==> config.mk <==
export PLATFORM = sky130hd
export DESIGN_NAME = tlb_array_lru
export DESIGN_NICKNAME = d
export VERILOG_FILES = /design/src/rtl/tlb_array_lru.sv
export SDC_FILE = /design/constraint.sdc
export NUM_CORES = 2
export LEC_CHECK = 0
export BUFFER_PORTS_ARGS = -buffer_cell sky130_fd_sc_hd__clkbuf_2
export CELL_PAD_IN_SITES_DETAIL_PLACEMENT = 1
export CELL_PAD_IN_SITES_GLOBAL_PLACEMENT = 2
export CORE_MARGIN = 4
export CORE_UTILIZATION = 45
export DETAILED_ROUTE_END_ITERATION = 7
export PLACE_DENSITY_LB_ADDON = 0.1
export SYNTH_ARGS = -nofsm -noshare
export SYNTH_HDL_FRONTEND = slang
export SYNTH_SLANG_ARGS = --single-unit
==> constraint.sdc <==
create_clock -name clk -period 6.1 [get_ports clk]
set_clock_uncertainty 0.2 [all_clocks]
set_input_delay 0.305 -clock clk [delete_from_list [all_inputs] [get_ports clk]]
set_output_delay 0.305 -clock clk [all_outputs]
set_load 0.01 [all_outputs]
==> src/rtl/tlb_array_lru.sv <==
// Set-associative TLB array: ASID-tagged lookup and fill with per-set age LRU,
// plus a one-set-per-cycle flush walk that can be restricted to a single ASID.
module tlb_array_lru #(
  parameter  int unsigned NUM_SETS = 16,
  parameter  int unsigned NUM_WAYS = 4,
  parameter  int unsigned VPN_W    = 20,
  parameter  int unsigned PPN_W    = 20,
  parameter  int unsigned PERM_W   = 2,
  parameter  int unsigned ASID_W   = 8,
  localparam int unsigned SET_W    = $clog2(NUM_SETS),
  localparam int unsigned WAY_W    = $clog2(NUM_WAYS)
) (
  input  logic              clk,
  input  logic              rst_n,
  input  logic              lk_req,
  input  logic [VPN_W-1:0]  lk_vpn,
  input  logic [ASID_W-1:0] lk_asid,
  output logic              lk_vld,
  output logic              lk_hit,
  output logic [WAY_W-1:0]  lk_way,
  output logic [PPN_W-1:0]  lk_ppn,
  output logic [PERM_W-1:0] lk_perms,
  input  logic              fill_req,
  input  logic [VPN_W-1:0]  fill_vpn,
  input  logic [ASID_W-1:0] fill_asid,
  input  logic [PPN_W-1:0]  fill_ppn,
  input  logic [PERM_W-1:0] fill_perms,
  output logic              fill_ack,
  output logic [WAY_W-1:0]  fill_way,
  input  logic              flush_req,
  input  logic              flush_asid_en,
  input  logic [ASID_W-1:0] flush_asid,
  output logic              busy
);

  localparam int unsigned CNT_W = SET_W + 1;

  typedef enum logic [0:0] {ST_IDLE = 1'b0, ST_FLUSH = 1'b1} state_e;

  state_e              state_q, state_d;
  logic [CNT_W-1:0]    cnt_q, cnt_d;
  logic                fen_q, fen_d;
  logic [ASID_W-1:0]   fasid_q, fasid_d;

  logic [NUM_WAYS-1:0] valid_q [NUM_SETS];
  logic [NUM_WAYS-1:0] valid_d [NUM_SETS];
  logic [WAY_W-1:0]    age_q   [NUM_SETS][NUM_WAYS];
  logic [WAY_W-1:0]    age_d   [NUM_SETS][NUM_WAYS];
  logic [VPN_W-1:0]    vpn_q   [NUM_SETS][NUM_WAYS];
  logic [ASID_W-1:0]   asid_q  [NUM_SETS][NUM_WAYS];
  logic [PPN_W-1:0]    ppn_q   [NUM_SETS][NUM_WAYS];
  logic [PERM_W-1:0]   perms_q [NUM_SETS][NUM_WAYS];

  logic                lk_vld_q, lk_vld_d;
  logic                lk_hit_q, lk_hit_d;
  logic [WAY_W-1:0]    lk_way_q, lk_way_d;
  logic [PPN_W-1:0]    lk_ppn_q, lk_ppn_d;
  logic [PERM_W-1:0]   lk_perms_q, lk_perms_d;
  logic                fill_ack_q, fill_ack_d;
  logic [WAY_W-1:0]    fill_way_q, fill_way_d;
  logic                busy_q, busy_d;

  logic [SET_W-1:0]    lk_set, fill_set, flush_set;
  logic                accept, lk_acc, fill_acc;
  logic                lk_match, fill_match, inv_found;
  logic [WAY_W-1:0]    lk_hway, fill_hway, inv_way, old_way, victim;
  logic [WAY_W-1:0]    lk_age, fill_age;

  // Next-state: lookup, fill victim selection, age touches and the flush walk
  always_comb begin
    state_d    = state_q;
    cnt_d      = cnt_q;
    fen_d      = fen_q;
    fasid_d    = fasid_q;
    valid_d    = valid_q;
    age_d      = age_q;
    lk_vld_d   = 1'b0;
    lk_hit_d   = 1'b0;
    lk_way_d   = '0;
    lk_ppn_d   = '0;
    lk_perms_d = '0;
    fill_ack_d = 1'b0;
    fill_way_d = '0;
    lk_match   = 1'b0;
    fill_match = 1'b0;
    inv_found  = 1'b0;
    lk_hway    = '0;
    fill_hway  = '0;
    inv_way    = '0;
    old_way    = '0;
    lk_set     = lk_vpn[SET_W-1:0];
    fill_set   = fill_vpn[SET_W-1:0];
    flush_set  = cnt_q[SET_W-1:0];
    accept     = (state_q == ST_IDLE) && !flush_req;
    lk_acc     = accept && lk_req;
    fill_acc   = accept && fill_req;

    for (int w = 0; w < NUM_WAYS; w++) begin
      if (valid_q[lk_set][w] && vpn_q[lk_set][w] == lk_vpn && asid_q[lk_set][w] == lk_asid) begin
        lk_match = 1'b1;
        lk_hway  = WAY_W'(w);
      end
      if (valid_q[fill_set][w] && vpn_q[fill_set][w] == fill_vpn &&
          asid_q[fill_set][w] == fill_asid) begin
        fill_match = 1'b1;
        fill_hway  = WAY_W'(w);
      end
      if (!valid_q[fill_set][w] && !inv_found) begin
        inv_found = 1'b1;
        inv_way   = WAY_W'(w);
      end
      if (age_q[fill_set][w] == WAY_W'(NUM_WAYS - 1)) begin
        old_way = WAY_W'(w);
      end
    end
    victim   = fill_match ? fill_hway : (inv_found ? inv_way : old_way);
    lk_age   = age_q[lk_set][lk_hway];
    fill_age = age_q[fill_set][victim];

    if (lk_acc) begin
      lk_vld_d = 1'b1;
      if (lk_match) begin
        lk_hit_d   = 1'b1;
        lk_way_d   = lk_hway;
        lk_ppn_d   = ppn_q[lk_set][lk_hway];
        lk_perms_d = perms_q[lk_set][lk_hway];
        for (int w = 0; w < NUM_WAYS; w++) begin
          if (WAY_W'(w) == lk_hway) begin
            age_d[lk_set][w] = '0;
          end else if (age_q[lk_set][w] < lk_age) begin
            age_d[lk_set][w] = age_q[lk_set][w] + WAY_W'(1);
          end
        end
      end
    end

    // The fill rewrites its whole age row, so it overrides a same-set lookup touch
    if (fill_acc) begin
      fill_ack_d = 1'b1;
      fill_way_d = victim;
      valid_d[fill_set][victim] = 1'b1;
      for (int w = 0; w < NUM_WAYS; w++) begin
        if (WAY_W'(w) == victim) begin
          age_d[fill_set][w] = '0;
        end else if (age_q[fill_set][w] < fill_age) begin
          age_d[fill_set][w] = age_q[fill_set][w] + WAY_W'(1);
        end else begin
          age_d[fill_set][w] = age_q[fill_set][w];
        end
      end
    end

    case (state_q)
      ST_IDLE: begin
        if (flush_req) begin
          state_d = ST_FLUSH;
          cnt_d   = '0;
          fen_d   = flush_asid_en;
          fasid_d = flush_asid;
        end
      end
      ST_FLUSH: begin
        for (int w = 0; w < NUM_WAYS; w++) begin
          if (!fen_q || asid_q[flush_set][w] == fasid_q) begin
            valid_d[flush_set][w] = 1'b0;
          end
        end
        if (cnt_q == CNT_W'(NUM_SETS - 1)) begin
          state_d = ST_IDLE;
          cnt_d   = '0;
        end else begin
          cnt_d = cnt_q + CNT_W'(1);
        end
      end
    endcase
    busy_d = (state_d == ST_FLUSH);
  end

  // Control, valid/age state and registered outputs
  always_ff @(posedge clk or negedge rst_n) begin
    if (!rst_n) begin
      state_q    <= ST_IDLE;
      cnt_q      <= '0;
      fen_q      <= 1'b0;
      fasid_q    <= '0;
      lk_vld_q   <= 1'b0;
      lk_hit_q   <= 1'b0;
      lk_way_q   <= '0;
      lk_ppn_q   <= '0;
      lk_perms_q <= '0;
      fill_ack_q <= 1'b0;
      fill_way_q <= '0;
      busy_q     <= 1'b0;
      for (int s = 0; s < NUM_SETS; s++) begin
        valid_q[s] <= '0;
        for (int w = 0; w < NUM_WAYS; w++) begin
          age_q[s][w] <= WAY_W'(w);
        end
      end
    end else begin
      state_q    <= state_d;
      cnt_q      <= cnt_d;
      fen_q      <= fen_d;
      fasid_q    <= fasid_d;
      lk_vld_q   <= lk_vld_d;
      lk_hit_q   <= lk_hit_d;
      lk_way_q   <= lk_way_d;
      lk_ppn_q   <= lk_ppn_d;
      lk_perms_q <= lk_perms_d;
      fill_ack_q <= fill_ack_d;
      fill_way_q <= fill_way_d;
      busy_q     <= busy_d;
      valid_q    <= valid_d;
      age_q      <= age_d;
    end
  end

  // Entry payload needs no reset; valid bits gate every use of it
  always_ff @(posedge clk) begin
    if (fill_acc) begin
      vpn_q[fill_set][victim]   <= fill_vpn;
      asid_q[fill_set][victim]  <= fill_asid;
      ppn_q[fill_set][victim]   <= fill_ppn;
      perms_q[fill_set][victim] <= fill_perms;
    end
  end

  assign lk_vld   = lk_vld_q;
  assign lk_hit   = lk_hit_q;
  assign lk_way   = lk_way_q;
  assign lk_ppn   = lk_ppn_q;
  assign lk_perms = lk_perms_q;
  assign fill_ack = fill_ack_q;
  assign fill_way = fill_way_q;
  assign busy     = busy_q;

endmodule

==> results.yml <==
floorplan:
  die_w_um: 605
  rows: 218
  start_util_pct: 45.3
  top_level_ports: 122
  die_area_mm2: 0.366
  core_mm2: 0.353
  die_h_um: 605
clock_network:
  clock_path_buffers: 4
  htree_levels: 5
  cts_buffers: 377
  cts_tree: "yes"
  clkTransAtPathRegs_ns: 0.06
  clk_root_buffer_cell: "clkbuf_16"
  clk_latency_ns: 1.04
  clock_sinks: 3436
worst_setup_path:
  r2r-start: "vpn_q[0][5]$_DFFE_PP_"
  r2r_cells: 19
  reg2reg_to: "age_q[89]$_DFF_PN1_"
  start_kind: "input port"
  worstSetupPathType: "in2reg"
  cp.required_ns: 6.79
  startpoint: "fill_vpn[0]"
  worstSetupEndpointType: "register"
  arrival_ns: 6.85
  crit_end: "age_q[89]$_DFF_PN1_"
  crit_path_max_fanout: 15
  rrSetupSlack_ns: -0.01
power_and_ir_drop:
  power_mw: 58.9
  switching_share_pct: 26.6
  power_density_mw_per_mm2: 308
  power_frac_seq_pct: 45.1
  internal_power_mw: 43.3
  clockPowerShare_pct: 40.1
  power.switching_mw: 15.7
  leakagePower_nw: 64.4
  ir_worst_vdd_mv: 0.281
  p_comb_share_pct: 14.7
sta:
  fin_crit_ns: 6.16
  setup_viol: 5
  fin_crit_sh_pct: 101
  worst_pin_slew_ns: 1.39
  fmax_ghz: 0.162
  max_slew_margin_pct: 7.10
  whs_ns: -0.0601
  hold_violations: 32
  setup_slack_ns: -0.0599
  drv_slew: 0
synth:
  synthCells: 8860
  synthesis.nets: 8963
  synth-seq-area-share_pct: 63.7
  ys_ff_latch: 3436
  yosys-top-cells-area: "edfxtp_1 (60%), mux4_2 (19%), mux2i_1 (3.8%), dfrtp_1 (2.7%), xnor2_1 (1.2%)"
  syn_area_per_cell_um2: 18.1
  async_flop_share_pct: 6.87
  synth_edf_count: 3200
  synth_flop_cell: "edfxtp_1"
  yosysWarningCount: 0
  syn_area_mm2: 0.160
  synth_top_area_share_pct: 60.0
  synth_cell_type_count: 123
  yosysTopAreaCell: "edfxtp_1"
run_status:
  outcome: "finished with violations"
  violations: "negative hold slack, negative setup slack"
detailed_routing:
  vias: 105292
  vias_per_cell: 6.95
  drt_iter0_drc: 16528
  routedWlPerCell_um: 46.1
  dr.pass1.iters: 8
  drt-total-wl_um: 699000
  ant_nets: 0
  drc: 0
hold_path:
  whs_path_depth: 1
  hp-class: "in2reg"
layout:
  mostFrequentLayoutCells: "edfxtp_1 (3200), mux4_2 (1369), buf_4 (950), mux2i_1 (594), clkbuf_16 (389)"
  final-seq-area_mm2: 0.102
  multi_input_area_mm2: 0.0553
  fin_nets: 10185
  synthToLayoutAreaGrowth_pct: 19.6
  fillers: 31752
  drive_gt1_share_pct: 35.7
  final_cells: 15147
  layout_commonest_cell: "edfxtp_1"
  utilization_pct: 54.2
global_route:
  grt_max_degree: 101
  grt.overflow.total: 0
  antenna_found_initial: 59
  grt_pass1_vias: 105497
  grt_usage_pct: 37.8
  grt_pass1_wl_um: 941000
placed_design:
  hpwl_um: 483000
  portBuffers: 121
  place_ws_ns: -1.11
  dp_cells: 14355
  gp_congestion: 1.01
run:
  maxCapViolations: 0
## logic make-up (layout without fill, tap and decap cells)
group	after synthesis	after routing	share of synthesized area, %
AOI/OAI and AO/OA	1158	1158	5.01
xor gates and xnor gates	257	257	1.41
adders and majority gates	15	15	0.112
buffers and inverters	712	2247	2.29
DFF	3436	3436	63.7
muxes	2071	2071	23.7
other	0	22	0
and+or+nand+nor	1211	1211	3.73
## state kept, by name, indices dropped and copies added, names as in the netlist, 8 cells and up
register / count
perms_q: 128
vpn_q: 1280
lk_ppn: 20
ppn_q: 1280
age_q: 128
asid_q: 512
fasid_q: 8
valid_q: 64
## timing repair
item / CTS / global route
hold endpoints to repair: 1865 / 10
endpoints found under the setup margin: 109 / 65
buffers inserted: 2 / 5
hold buffers: 70 / 2
pin swaps: 3 / 7
resized for setup: 11 / 31
## power by group through the flow
stage / combinational [mW] / clock (mW) / sequential (mW)
floorplan: 4.87 / 0 / 26.6
global placement: 8.26 / 0 / 27.1
detailed placement: 8.33 / 0 / 27.1
CTS: 8.46 / 23.9 / 26.6
global route: 8.90 / 24.9 / 26.6
finish: 8.68 / 23.7 / 26.6
## per-layer routing
metal | routed length, µm | global-route usage (%)
met1 | 270000 | 52.3
met2 | 307000 | 55.6
met3 | 80400 | 10.3
met4 | 41400 | 18.6
met5 | 229 | 0.0784
## how the worst min path moves through the flow
stage                        from                        to
global route        fill_perms[1]  perms_q[11][1]$_DFFE_PP_
floorplan                   rst_n      age_q[101]$_DFF_PN0_
global placement            rst_n     fill_way[0]$_DFF_PN0_
CTS                     flush_req      cnt_q[1]$_DFFE_PN0P_
detailed placement          rst_n     fill_way[1]$_DFF_PN0_
finish              fill_perms[1]   perms_q[8][1]$_DFFE_PP_
## area by class of cell
cell class              count  area share [%]
diodes                     22          0.0287
clock buffers             473            5.33
clock inverters           219            1.29
inverters                  79           0.163
multi-input cells        4712            28.9
flip-flops and latches   3436            53.3
well taps                4730            3.09
repair buffers           1476            7.93
## synth_stat cells, types with 76 or more instances
master and n:
o22ai_1 76, clkbuf_1 239, a31oi_1 96, o21ai_0 165, mux4_2 1369, a22oi_1 154
mux2_2 95, nor3_1 84, buf_2 188, nor2_1 381, a21oi_1 234, buf_4 76
edfxtp_1 3200, mux2i_1 603, nand2_1 287, dfrtp_1 172, xnor2_1 218, nand3_1 91
buf_1 80
## metrics by stage
step / cell area, µm² / TNS, ns
global placement: 178000 / -1242.30
finish: 192000 / -0.218
global route: 192000 / -0.283
detailed placement: 178000 / -187.46
floorplan: 161000 / 0
CTS: 191000 / 0
## critical path: stages
cell and delay, ns:
dlygate4sd3_1 0.58, buf_12 0.19, buf_12 0.16, buf_12 0.15, inv_6 0.09, buf_12 0.22
mux2i_1 0.31, a221oi_1 0.51, a31oi_1 0.16, nor4_2 0.39, nand3_2 0.31, nand4b_1 0.58
buf_6 0.32, and2_1 0.21, nand2_2 0.11, mux2_2 0.35, o21ai_2 0.22, ha_4 0.24
a21o_1 0.17, a41oi_2 0.23, mux2i_4 0.34, buf_4 0.16, nor2_1 0.04, buf_6 0.15
mux2_2 0.27
Note: power is estimated with default switching activity, not from simulation.
